===== src/rtl/alu_result_fifo.sv =====
// alu_result_fifo: output buffer for the 2-stage ALU.
// Every valid_i pulse delivers one DATA_WIDTH+1 bit result (carry/borrow in
// the MSB). The upstream ALU cannot be stalled, so results are captured into
// a first-word-fall-through FIFO. A result that arrives with no free slot is
// dropped, and the sticky overflow_o flag records the loss.
//
// Handshake contract on the consumer side: valid_o/data_o describe the head
// entry; a transfer happens on every rising edge where valid_o=1 and
// ready_i=1. valid_o never depends combinationally on ready_i, and
// data_o is held stable while valid_o=1 and ready_i=0. ready_i while
// valid_o=0 is ignored.
//
// DEPTH must be a power of two (>= 2) and ADDR_WIDTH must equal log2(DEPTH);
// pointers rely on natural binary wrap.
module alu_result_fifo #(
    parameter int DATA_WIDTH = 8,
    parameter int DEPTH      = 4,
    parameter int ADDR_WIDTH = 2
) (
    input  logic                  clk,
    input  logic                  rst,
    input  logic                  valid_i,
    input  logic [DATA_WIDTH:0]   data_i,
    output logic                  valid_o,
    input  logic                  ready_i,
    output logic [DATA_WIDTH:0]   data_o,
    output logic [ADDR_WIDTH:0]   count_o,
    output logic                  full_o,
    output logic                  empty_o,
    output logic                  overflow_o,
    input  logic                  clr_ovf_i
);

    localparam logic [ADDR_WIDTH:0] FULL_COUNT = (ADDR_WIDTH + 1)'(DEPTH);
    localparam logic [ADDR_WIDTH:0] ONE_COUNT  = (ADDR_WIDTH + 1)'(1);
    localparam logic [ADDR_WIDTH-1:0] ONE_PTR  = ADDR_WIDTH'(1);

    // Storage is deliberately left without reset; valid_o gates its use.
    logic [DATA_WIDTH:0]   mem [DEPTH];
    logic [ADDR_WIDTH-1:0] wr_ptr;
    logic [ADDR_WIDTH-1:0] rd_ptr;
    logic [ADDR_WIDTH:0]   count;
    logic                  overflow;

    logic push;
    logic pop;
    logic drop;

    // Transfer decode: a full FIFO still accepts a result if the head leaves
    // in the same cycle, because the freed slot is reused at that edge.
    always_comb begin
        pop  = valid_o & ready_i;
        push = valid_i & (~full_o | pop);
        drop = valid_i & full_o & ~pop;
    end

    // Status decode from the registered occupancy count.
    always_comb begin
        count_o    = count;
        full_o     = (count == FULL_COUNT);
        empty_o    = (count == '0);
        valid_o    = ~empty_o;
        overflow_o = overflow;
    end

    // Head entry, forced to zero when nothing is stored.
    always_comb begin
        data_o = '0;
        if (valid_o) begin
            data_o = mem[rd_ptr];
        end
    end

    // Result storage write; inputs are ignored while reset is asserted.
    always_ff @(posedge clk) begin
        if (!rst && push) begin
            mem[wr_ptr] <= data_i;
        end
    end

    // Write pointer advances on each accepted result.
    always_ff @(posedge clk) begin
        if (rst) begin
            wr_ptr <= '0;
        end else if (push) begin
            wr_ptr <= wr_ptr + ONE_PTR;
        end
    end

    // Read pointer advances on each consumer transfer.
    always_ff @(posedge clk) begin
        if (rst) begin
            rd_ptr <= '0;
        end else if (pop) begin
            rd_ptr <= rd_ptr + ONE_PTR;
        end
    end

    // Occupancy: simultaneous push and pop cancel out.
    always_ff @(posedge clk) begin
        if (rst) begin
            count <= '0;
        end else begin
            case ({push, pop})
                2'b10:   count <= count + ONE_COUNT;
                2'b01:   count <= count - ONE_COUNT;
                default: count <= count;
            endcase
        end
    end

    // Sticky overflow flag; a drop in the same cycle as a clear wins.
    always_ff @(posedge clk) begin
        if (rst) begin
            overflow <= 1'b0;
        end else if (drop) begin
            overflow <= 1'b1;
        end else if (clr_ovf_i) begin
            overflow <= 1'b0;
        end
    end

endmodule

===== config.mk =====
export PLATFORM = sky130hd
export DESIGN_NAME = alu_result_fifo
export DESIGN_NICKNAME = d
export VERILOG_FILES = /design/src/rtl/alu_result_fifo.sv
export SDC_FILE = /design/constraint.sdc
export NUM_CORES = 1
export LEC_CHECK = 0
export ABC_AREA = 1
export CAP_MARGIN = 20
export CORE_MARGIN = 2
export CORE_UTILIZATION = 54
export DETAILED_ROUTE_END_ITERATION = 10
export PLACE_DENSITY = 0.8
export SKIP_CTS_REPAIR_TIMING = 1
export SYNTH_ARGS = -nofsm -noshare
export SYNTH_HDL_FRONTEND = slang
export SYNTH_SLANG_ARGS = --single-unit

===== constraint.sdc =====
create_clock -name clk -period 4.8 [get_ports clk]
set_input_delay 0.72 -clock clk [delete_from_list [all_inputs] [get_ports clk]]
set_output_delay 0.72 -clock clk [all_outputs]
set_load 0.03 [all_outputs]

==> impl_metrics.toml <==
[outcome]
run_status = "complete, no violations"

[pwr]
power.switching_uw = 362
power_density_mw_per_mm2 = 433
total_power_mw = 1.00
power.static_leakage_nw = 0.859
vdd.ir_drop.worst_mv = 0.245
internal_power_uw = 641
power.share.switching_pct = 36.1
sequentialPowerShare_pct = 47.8
p_comb_share_pct = 34.8
pwr-share-clk_pct = 17.4

[synth]
synth_xor_xnor_area_share_pct = 0.450
yosysWarnings = 0
synthesis.instances = 178
postSynthRegisterBits = 46
synthDistinctLibCells = 23
synth.top_cell.area_share_pct = 55.6
post_synth_instance_area_mm2 = 0.00195
synth_simple_gate_area_share_pct = 14.8
synth_compound_gate_area_share_pct = 10.2
leading_area_contributor_after_synthesis = "sky130_fd_sc_hd__edfxtp_1"
synth.area.mux_share_pct = 0
mean_syn_cell_area_um2 = 10.9
mappedNetlistNets = 197
synthAdderAreaFrac_pct = 3.60
ys_top_cells_by_area = "sky130_fd_sc_hd__edfxtp_1 (56%), sky130_fd_sc_hd__dfxtp_1 (10%), sky130_fd_sc_hd__nor2_1 (8.3%), sky130_fd_sc_hd__o21ai_0 (4.6%), sky130_fd_sc_hd__a21oi_1 (4.4%)"
synth_top_family_by_area = "simple AND/OR/NAND/NOR gates"
yosysSeqAreaShare_pct = 65.9

[final_layout]
multi_input_comb_area_um2 = 564
areaGrowthSynthToFinish_pct = 19.2
fillCellCount = 252
drive_above_1_share_pct = 8.06
most_common_library_cell_in_the_layout_ignoring_fill_and_taps = "sky130_fd_sc_hd__nor2_1"
final_core_util_pct = 68.4
final_cells = 257
n_antenna_cell = 0
layout.cells.most_common_list = "sky130_fd_sc_hd__nor2_1 (43), sky130_fd_sc_hd__edfxtp_1 (36), sky130_fd_sc_hd__clkdlybuf4s50_1 (29), sky130_fd_sc_hd__o21ai_0 (18), sky130_fd_sc_hd__a21oi_1 (17)"
seq_area_mm2 = 0.00128
finish.net_count = 229

[hold_path]
hold_path.class = "reg -> reg"

[place]
gpl.final_weighted_congestion = 0.782
portBuffers = 29
place_hpwl_um = 2610
placed_cells = 249

[timing]
timing.final.hold_violations = 0
setup-tns-final_ns = 0
worst_slew_pin_slew_ns = 0.952
final-max-slew-violation-count = 0
finalSetupViolations = 0
slew_headroom_pct = 36.3
max_freq_mhz = 321
finalCriticalPeriod_ns = 3.11
hold_ws_ns = 0.475
final.period_utilization_pct = 64.9
worst_clock_skew_ns = 0.0104
rsz0062_at_grt = "false"

[cts]
cts_sink_count = 46
htree_num_levels = 2
cts-buffers-inserted = 5
root_buffer = "sky130_fd_sc_hd__clkbuf_4"
path_clk_slew_ns = 0.12
tritoncts = "yes"
cts-root-to-sink-buffers = 2
clock_latency_ns = 0.36

[routing]
initialDrtViolationCount = 83
drc = 0
drtPass1Iterations = 4
detail_route.wirelength_um = 3780
drt-wirelength-per-cell_um = 14.7
routed_via_density = 5.28
route.antenna.remaining_nets = 0
num_vias = 1357

[global_route]
groute.usage.overall_pct = 20.2
grt_first_pass_wirelength_um = 6110
total_congestion_overflow = 0
number_of_antenna_violations_at_the_first_check_in_global_routing = 0
grt_max_degree = 20
grt_pass1_vias = 1335

[die]
rows = 21
core_footprint_mm2 = 0.00339
chipHeight_um = 64.0
floorplan.initialDensity_pct = 57.4
io-pin-count = 30
dieArea_mm2 = 0.00410
die_w_um = 64.0

[setup_path]
cp_cell_sequence = "nor2_1 -> nor2_1 -> o21ai_0 -> a21oi_1 -> clkdlybuf4s50_1"
critical_path.startpoint_type = "flip-flop"
end_kind = "output port"
cpMostUsedCell = "sky130_fd_sc_hd__nor2_1"
crit_path_max_incr_delay_ns = 0.77
crit_type = "reg -> out"
worst_ep_arrival_time_ns = 2.39
worst_ep_required_time_ns = 4.08
critPathSlowestCell = "sky130_fd_sc_hd__dfxtp_1"
worstPathMaxFanout = 19

[job]
cap_violations = 0
power groups by stage:
stage	combinational, mW	clock, mW	sequential [mW]
after floorplan	0.218	0	0.487
after detailed placement	0.346	0	0.489
after CTS	0.349	0.179	0.479
after global placement	0.334	0	0.487
final	0.349	0.175	0.480
after global routing	0.377	0.194	0.483
worst max-delay path, delay by kind of cell (launching register included):
kind                   cells  cell delay [ns]
AO/OA/AOI/OAI              2             0.32
flip-flops                 1             0.77
AND/OR/NAND/NOR            2             0.27
buffers and inverters      1             0.70
worst paths after layout:
path	startpoint	slack (ns)	cells after the start	endpoint
setup reg to reg	count_o[1]$_SDFFE_PP0P_	2.85	6	mem[2][8]$_DFFE_PP_
setup / recovery	flip-flop	1.69	5	data_o[7]
hold reg to reg	overflow_o$_SDFFE_PP0P_	0.48	2	overflow_o$_SDFFE_PP0P_
hold / removal	overflow_o$_SDFFE_PP0P_	0.48	2	overflow_o$_SDFFE_PP0P_
registers in the layout, summed over array words and instances (netlist names), named ones only:
| signal | flops |
|---|---|
| count_o | 3 |
| rd_ptr | 2 |
| mem | 36 |
| overflow_o | 1 |
| wr_ptr | 2 |
per-layer routing:
metal | up-vias | routed length, um | global-route usage [%]
met1 | 632 | 1530 | 24.3
li1 | 666 | - | -
met5 | - | 0 | 0
met3 | 6 | 273 | 6.16
met4 | 0 | 55 | 9.24
met2 | 53 | 1920 | 33.1
through the flow:
step,area [um^2],setup slack (ns)
final,2320,1.69
after global routing,2320,1.47
after CTS,2320,1.67
after detailed placement,2260,2.09
after global placement,2260,2.15
after floorplan,1950,2.27
cells in the mapped netlist (all sizes together):
library cell / number
edfxtp: 36
nand2: 12
clkbuf: 1
nand3: 6
nand4: 2
ha: 4
nor2: 44
a21boi: 1
inv: 18
xor2: 1
dfxtp: 10
clkinv: 1
fa: 1
o21ai: 21
buf: 3
a21oi: 17
final cells by class:
class	count	area share, %
clock buffers	6	1.78
clock inverters	2	0.593
flip-flops and latches	46	55.2
well taps	46	2.48
inverters	19	3.07
repair buffers	29	12.5
multi-input cells	109	24.3
logic make-up after synthesis:
logic type	after synthesis
buffers and inverters	23
AO/OA/AOI/OAI	39
flip-flops	46
adder cells (fa/ha/maj)	5
AND/OR/NAND/NOR	64
XOR/XNOR	1
(Power assumes the default switching activity.)
